**src/rtl/sequence_feed_ctrl.sv**
```systemverilog
// rtl/sequence_feed_ctrl.sv - serial feeder/collector for a one-bit Moore sequence detector
// Optional first-hit tracking enabled by defining SEQ_FEED_FIRST_HIT_EN.
module sequence_feed_ctrl #(
  parameter int DATA_W = 16,
  parameter int CNT_W  = 5
) (
  input  logic              clock,
  input  logic              resetn,
  input  logic              start,
  input  logic              abort,
  input  logic [DATA_W-1:0] data_in,
  input  logic [CNT_W-1:0]  len,
  input  logic              det_hit,
  output logic              det_w,
  output logic              det_en,
  output logic              det_clr,
  output logic              busy,
  output logic              done,
  output logic [CNT_W-1:0]  hit_count,
  output logic [CNT_W-1:0]  first_hit,
  output logic [2:0]        state
);

  localparam logic [2:0] S_IDLE   = 3'd0;
  localparam logic [2:0] S_CLEAR  = 3'd1;
  localparam logic [2:0] S_SHIFT  = 3'd2;
  localparam logic [2:0] S_SAMPLE = 3'd3;
  localparam logic [2:0] S_DONE   = 3'd4;

  localparam logic [CNT_W-1:0] ALL_ONES = '1;
  localparam logic [CNT_W-1:0] MAX_LEN  = CNT_W'(DATA_W);

  logic [2:0]        state_q;
  logic [2:0]        state_d;
  logic [DATA_W-1:0] shift_q;
  logic [CNT_W-1:0]  remaining_q;
  logic [CNT_W-1:0]  hit_count_q;
  logic [CNT_W-1:0]  len_clamped;
  logic              accept;

  assign len_clamped = ((len == '0) || (len > MAX_LEN)) ? MAX_LEN : len;
  assign accept      = (state_q == S_IDLE) && start && !abort;

  // State register
  always_ff @(posedge clock or negedge resetn) begin
    if (!resetn) begin
      state_q <= S_IDLE;
    end else begin
      state_q <= state_d;
    end
  end

  // Next-state logic; abort overrides every non-idle transition
  always_comb begin
    state_d = S_IDLE;
    case (state_q)
      S_IDLE:   state_d = accept ? S_CLEAR : S_IDLE;
      S_CLEAR:  state_d = S_SHIFT;
      S_SHIFT:  state_d = S_SAMPLE;
      S_SAMPLE: state_d = (remaining_q == CNT_W'(1)) ? S_DONE : S_SHIFT;
      S_DONE:   state_d = S_IDLE;
      default:  state_d = S_IDLE;
    endcase
    if ((state_q != S_IDLE) && abort) begin
      state_d = S_IDLE;
    end
  end

  // Outputs decoded from the state register only
  always_comb begin
    busy    = (state_q != S_IDLE);
    done    = (state_q == S_DONE);
    det_en  = (state_q == S_SHIFT);
    det_clr = (state_q == S_CLEAR);
    det_w   = (state_q == S_SHIFT) && shift_q[DATA_W-1];
  end

  // The sample of an aborted SAMPLE cycle is still counted, so partial results include it
  always_ff @(posedge clock or negedge resetn) begin
    if (!resetn) begin
      shift_q     <= '0;
      remaining_q <= '0;
      hit_count_q <= '0;
    end else begin
      if (accept) begin
        shift_q     <= data_in;
        remaining_q <= len_clamped;
        hit_count_q <= '0;
      end else if (state_q == S_SHIFT) begin
        shift_q <= {shift_q[DATA_W-2:0], 1'b0};
      end else if (state_q == S_SAMPLE) begin
        remaining_q <= remaining_q - CNT_W'(1);
        if (det_hit && (hit_count_q != ALL_ONES)) begin
          hit_count_q <= hit_count_q + CNT_W'(1);
        end
      end
    end
  end

`ifdef SEQ_FEED_FIRST_HIT_EN
  logic [CNT_W-1:0] bit_idx_q;
  logic [CNT_W-1:0] first_hit_q;

  always_ff @(posedge clock or negedge resetn) begin
    if (!resetn) begin
      bit_idx_q   <= '0;
      first_hit_q <= ALL_ONES;
    end else begin
      if (accept) begin
        bit_idx_q   <= '0;
        first_hit_q <= ALL_ONES;
      end else if (state_q == S_SAMPLE) begin
        bit_idx_q <= bit_idx_q + CNT_W'(1);
        if (det_hit && (first_hit_q == ALL_ONES)) begin
          first_hit_q <= bit_idx_q;
        end
      end
    end
  end

  assign first_hit = first_hit_q;
`else
  assign first_hit = ALL_ONES;
`endif

  assign hit_count = hit_count_q;
  assign state     = state_q;

endmodule

```
**config.mk**
```make
export PLATFORM = sky130hd
export DESIGN_NAME = sequence_feed_ctrl
export DESIGN_NICKNAME = d
export VERILOG_FILES = /design/src/rtl/sequence_feed_ctrl.sv
export SDC_FILE = /design/constraint.sdc
export NUM_CORES = 1
export LEC_CHECK = 0
export CAP_MARGIN = 20
export CORE_MARGIN = 4
export CORE_UTILIZATION = 50
export CTS_CLUSTER_DIAMETER = 100
export CTS_CLUSTER_SIZE = 12
export DETAILED_ROUTE_END_ITERATION = 10
export GPL_TIMING_DRIVEN = 0
export PLACE_DENSITY = 0.81
export SLEW_MARGIN = 20
export SYNTH_ARGS = -nofsm -noshare
export SYNTH_HDL_FRONTEND = slang
export SYNTH_SLANG_ARGS = --single-unit
```
**constraint.sdc**
```tcl
create_clock -name clock -period 3.8 [get_ports clock]
set_input_delay 0.95 -clock clock [delete_from_list [all_inputs] [get_ports clock]]
set_output_delay 0.95 -clock clock [all_outputs]
set_load 0.03 [all_outputs]
```
**Word level (Yosys, flattened, before mapping)**

Cells that the tools add are included.

- Bits in registers: 29
- Input bits: 26
- Word-level logic and storage cells: 43

- Add/subtract/negate cells: 2
- $lt $le $gt $ge: 1
- Equal/unequal tests: 7
- Muxes and demuxes: 14
- Reductions and logical operators: 15

Operators by type and width:

| cell | count |
|---|---|
| $mux W5 | 8 |
| $mux W16 | 2 |
| $pmux W3 S4 | 1 |
| $eq A3 B2 Y1 const B | 2 |
| $mux W3 | 2 |
| $reduce_bool A2 Y1 | 3 |
| $add A5 B1 Y5 const B | 1 |
| $eq A5 B1 Y1 const B | 1 |
| $gt A5 B5 Y1 const B | 1 |
| $logic_and A1 B1 Y1 | 5 |
| $logic_not A5 Y1 | 1 |
| $ne A5 B5 Y1 const B | 1 |
| $sub A5 B1 Y5 const B | 1 |
| $eq A3 B1 Y1 const B | 1 |
| $eq A3 B3 Y1 const B | 1 |
| $logic_not A3 Y1 | 1 |
| $reduce_and A3 Y1 | 1 |
| $reduce_bool A3 Y1 | 1 |
| $ne A2 B1 Y1 const B | 1 |
| $reduce_and A2 Y1 | 1 |
| $logic_not A1 Y1 | 1 |
| $logic_or A1 B1 Y1 | 1 |
| $mux W1 | 1 |

**Logic depth before layout (Yosys ltp)**

- Depth in word-level cells: 6
- Gate-level depth with buffers: 6
- Mapped depth without buffers: 6

**Worst setup path after synthesis**

Ideal clock, no wire load.

- Path type: register to output
- Start: reg state_q[1] (netlist: state[1])
- End: out det_w
- Arrival time: 1.606 ns
- Data required time: 2.850 ns
- Slack: 1.244 ns
- Stages on the path, launching flop included: 5
- Buffers on the path: 2
- Cells stage by stage: dfrtp_1 > clkbuf_8 > nor3b_2 > buf_6 > and2_1

- Word-level cells in the longest chain between the ends: 2

Ends and longest elaborated chain:

| item | RTL line | RTL |
|---|---|---|
| from (decl) | 33 | `logic [2:0] state_q;` |
| from (signal assigned) | 49 | `state_q <= state_d;` |
| $eq A3 B2 Y1 | - |  |
| net det_en | 15 | `output logic det_en,` |
| $logic_and A1 B1 Y1 | 75 | `det_w = (state_q == S_SHIFT) && shift_q[DATA_W-1];` |
| to (decl) | 14 | `output logic det_w,` |

The timed path passes the listed nets, and every way through them passes these cells.

**Final worst setup path**

- Start: reg state_q[0] (netlist: state[0])
- End: out det_w

- Word-level cells in the longest chain between the ends: 2

Ends and longest elaborated chain:

| item | RTL line |
|---|---|
| $eq A3 B2 Y1 | 75 |
| $logic_and A1 B1 Y1 | 75 |

Every way passes these cells.

==> qor.csv <==
metric,value,unit
Leakage,0.913,nW
peak supply drop,245,uV
CTS Buf Count,5,
Yosys reg bits,29,
"area leader, netlist",dfrtp_1,
most numerous cell on the critical path,buf_6,
relative slew slack,0.566,
YS warnings,0,
Logic pwr share,0.286,
1st-pass router iterations,4,
die area,4240,sq um
Hold/Removal Path Class,reg2reg,
vias in the first global route,1322,
RSZ-0062 raised after global routing,false,
worst reg-to-reg setup slack,1.85,ns
# port buffers,37,
Final ANT Viol Nets,0,
Crit Path Max Fanout,10,
fillers,256,
critical-path cell list,buf_6 > nor3b_2 > buf_6 > and2_1 > clkdlybuf4s50_1,
Synth-to-Final Area Change,29.9,%
initial antenna violation count,0,
Max Cap Viol,0,
initial DRC count,61,
"top cells by area, synth","dfrtp_1 45%, a221o_1 6.1%, and2_2 4.6%",
PwrDens,397,nW/um^2
number of enable flip-flop cells after synthesis,0,
area occupied by multi-input gates,761,sq um
clock buffer depth,2,
Fmax achieved,0.300,GHz
placed insts,224,
Initial Util,0.529,
Vias per Instance,5.46,
slowest CP cell,clkdlybuf4s50_1,
CP top delay family,buffers and inverters,
die height,65.1,um
fin cells,232,
largest net degree at the start of global routing,30,
Post-Route WL,3400,um
Post-Syn Area per Cell,11.7,sq um
# H-tree levels,2,
Pins Over Slew Limit,0,
core area,3080,sq um
sequential area share after synthesis,0.445,
Congestion Overflow GR,0,
post-synth top area share,0.445,
internal power,0.584,mW
layout cells sized above 1,0.234,
CP arrival,2.39,ns
GPL Wtd Cong,0.739,
sequential share of power,0.505,
CTS tree,yes,
startpoint types,flop,
clock latency at the later pin of the worst-skew pair,0.32,ns
Yosys cell types,44,
Slew @ Worst Pin,0.651,ns
Reg area,726,sq um
P_sw,0.256,mW
crit end category,output port,
required time worst endpoint,2.85,ns
total track usage,0.180,
"Top FF cell, synth",dfrtp_1,
Post-synth top cells,"29 x dfrtp_1, 10 x a221o_1, 10 x and2_2",
period utilisation layout,0.879,
nets,218,
"Reg clk slew, reported paths",0.10,ns
DRC Markers,0,
final setup TNS,0,ns
Crit path buffers/inverters,3,
switch share,0.305,
Die X,65.1,um
DR WL/cell,14.6,um
CP Class,reg2out,
most common cell in the netlist,dfrtp_1,
CTS root buf,clkbuf_4,
Final setup viols,0,
Vias,1266,
Final HPWL DP,2560,um
# IOs,44,
Final Critical Period,3.34,ns
final clock skew,0.0130,ns
Sink Count,29,
Clock Power Share,0.209,
status,completed,
Post-Syn Instances,139,
Async SR Flop Fraction,1.00,
"slowest stage delay, CP",0.66,ns
Hold Fails Final Rpt,0,
synthesized area,1630,sq um
first-pass GRT wire length,5980,um
postcts setup bufs,0,
cell row count,20,
number of diodes,0,
post-cts repair resize count,0,
hold buffers post-CTS,0,
[worst register-to-register path, stage by stage, from the launching register on]
cell and delay [ns]:
dfrtp_1 0.43, ha_1 0.23, and3_1 0.18, ha_1 0.18, nand2b_1 0.21, o2bb2a_1 0.35
mux2_2 0.27
[path summary, 6_finish.rpt]
path	start	end	cells after the start
worst max-delay path	state[0]	det_w	5
worst min-delay path	shift_q[12]	shift_q[12]	1
worst max register to register	hit_count[0]	hit_count[0]	6
worst min register to register	shift_q[12]	shift_q[12]	1
max in group asynchronous	resetn	hit_count[0]	1
min in group asynchronous	resetn	hit_count[4]	1
[cells in the final DEF (no fill, tap or decap), drive strengths merged]
master | synthesis | layout
a21oi | 3 | 3
a221o | 15 | 15
a22o | 2 | 2
a22oi | 1 | 1
and2 | 18 | 18
and3 | 2 | 2
and3b | 1 | 1
buf | 11 | 12
clkbuf | 2 | 8
clkdlybuf4s15 | 1 | 1
clkdlybuf4s50 | 0 | 36
clkinv | 0 | 2
conb | 1 | 5
dfrtp | 29 | 29
ha | 5 | 5
inv | 4 | 4
mux2 | 2 | 2
mux2i | 1 | 1
nand2 | 1 | 1
nand2b | 3 | 3
nand3 | 3 | 3
nand3b | 1 | 1
nand4b | 3 | 3
nor2 | 5 | 5
nor2b | 1 | 1
nor3b | 2 | 2
nor4 | 3 | 3
nor4b | 1 | 1
o21ai | 3 | 3
o2bb2a | 2 | 2
o31a | 1 | 1
o31ai | 3 | 3
o41a | 1 | 1
or3 | 2 | 2
or4 | 4 | 4
xnor2 | 1 | 1
xor2 | 1 | 1
[area by class of cell]
class / count / area share
multi-input combinational: 96 / 0.360
sequential: 29 / 0.343
timing repair buffer: 37 / 0.173
buffer: 14 / 0.0674
tap: 44 / 0.0260
clock buffer: 6 / 0.0195
inverter: 4 / 0.00710
clock inverter: 2 / 0.00473
[layer usage]
| layer | part of all wire | vias to the layer above | GRT usage |
|---|---|---|---|
| met5 | 0 | - | 0 |
| met4 | 0.0041 | 0 | 0.0389 |
| met3 | 0.043 | 2 | 0.0503 |
| met2 | 0.52 | 37 | 0.313 |
| met1 | 0.44 | 622 | 0.222 |
| li1 | - | 605 | - |
[logic make-up after synthesis]
logic type / share of synthesized area
compound gates: 0.171
xor+xnor: 0.0108
fa+ha+maj: 0.0384
buf+inv: 0.0968
flops: 0.445
mux: 0.0200
other cells: 0.00230
simple gates: 0.216
[flip-flops by register name (all words and copies together), names as in the netlist]
signal,cells
hit_count,5
remaining_q,5
shift_q,16
state,3
[stage by stage]
step | worst slack, ns | cell area [sq um] | hold slack [ns] | utilization | power (mW)
6_report | 0.461 | 2120 | 0.512 | 0.687 | 0.841
5_1_grt | 0.297 | 2120 | 0.533 | 0.687 | 0.899
4_1_cts | 0.440 | 2120 | 0.518 | 0.687 | 0.849
3_5_place_dp | 0.792 | 2060 | 0.488 | 0.671 | 0.671
3_3_place_gp | 0.833 | 2070 | 0.487 | 0.672 | 0.662
2_1_floorplan | 1.24 | 1640 | 0.470 | - | 0.587
[power by group through the flow]
stage / Sequential (mW) / Combinational [mW] / Clock, mW
CTS: 0.425 / 0.243 / 0.181
global placement: 0.427 / 0.235 / 0
detailed placement: 0.430 / 0.241 / 0
floorplan: 0.425 / 0.162 / 0
finish: 0.425 / 0.240 / 0.175
global route: 0.434 / 0.267 / 0.198
(Power assumes the default switching activity.)
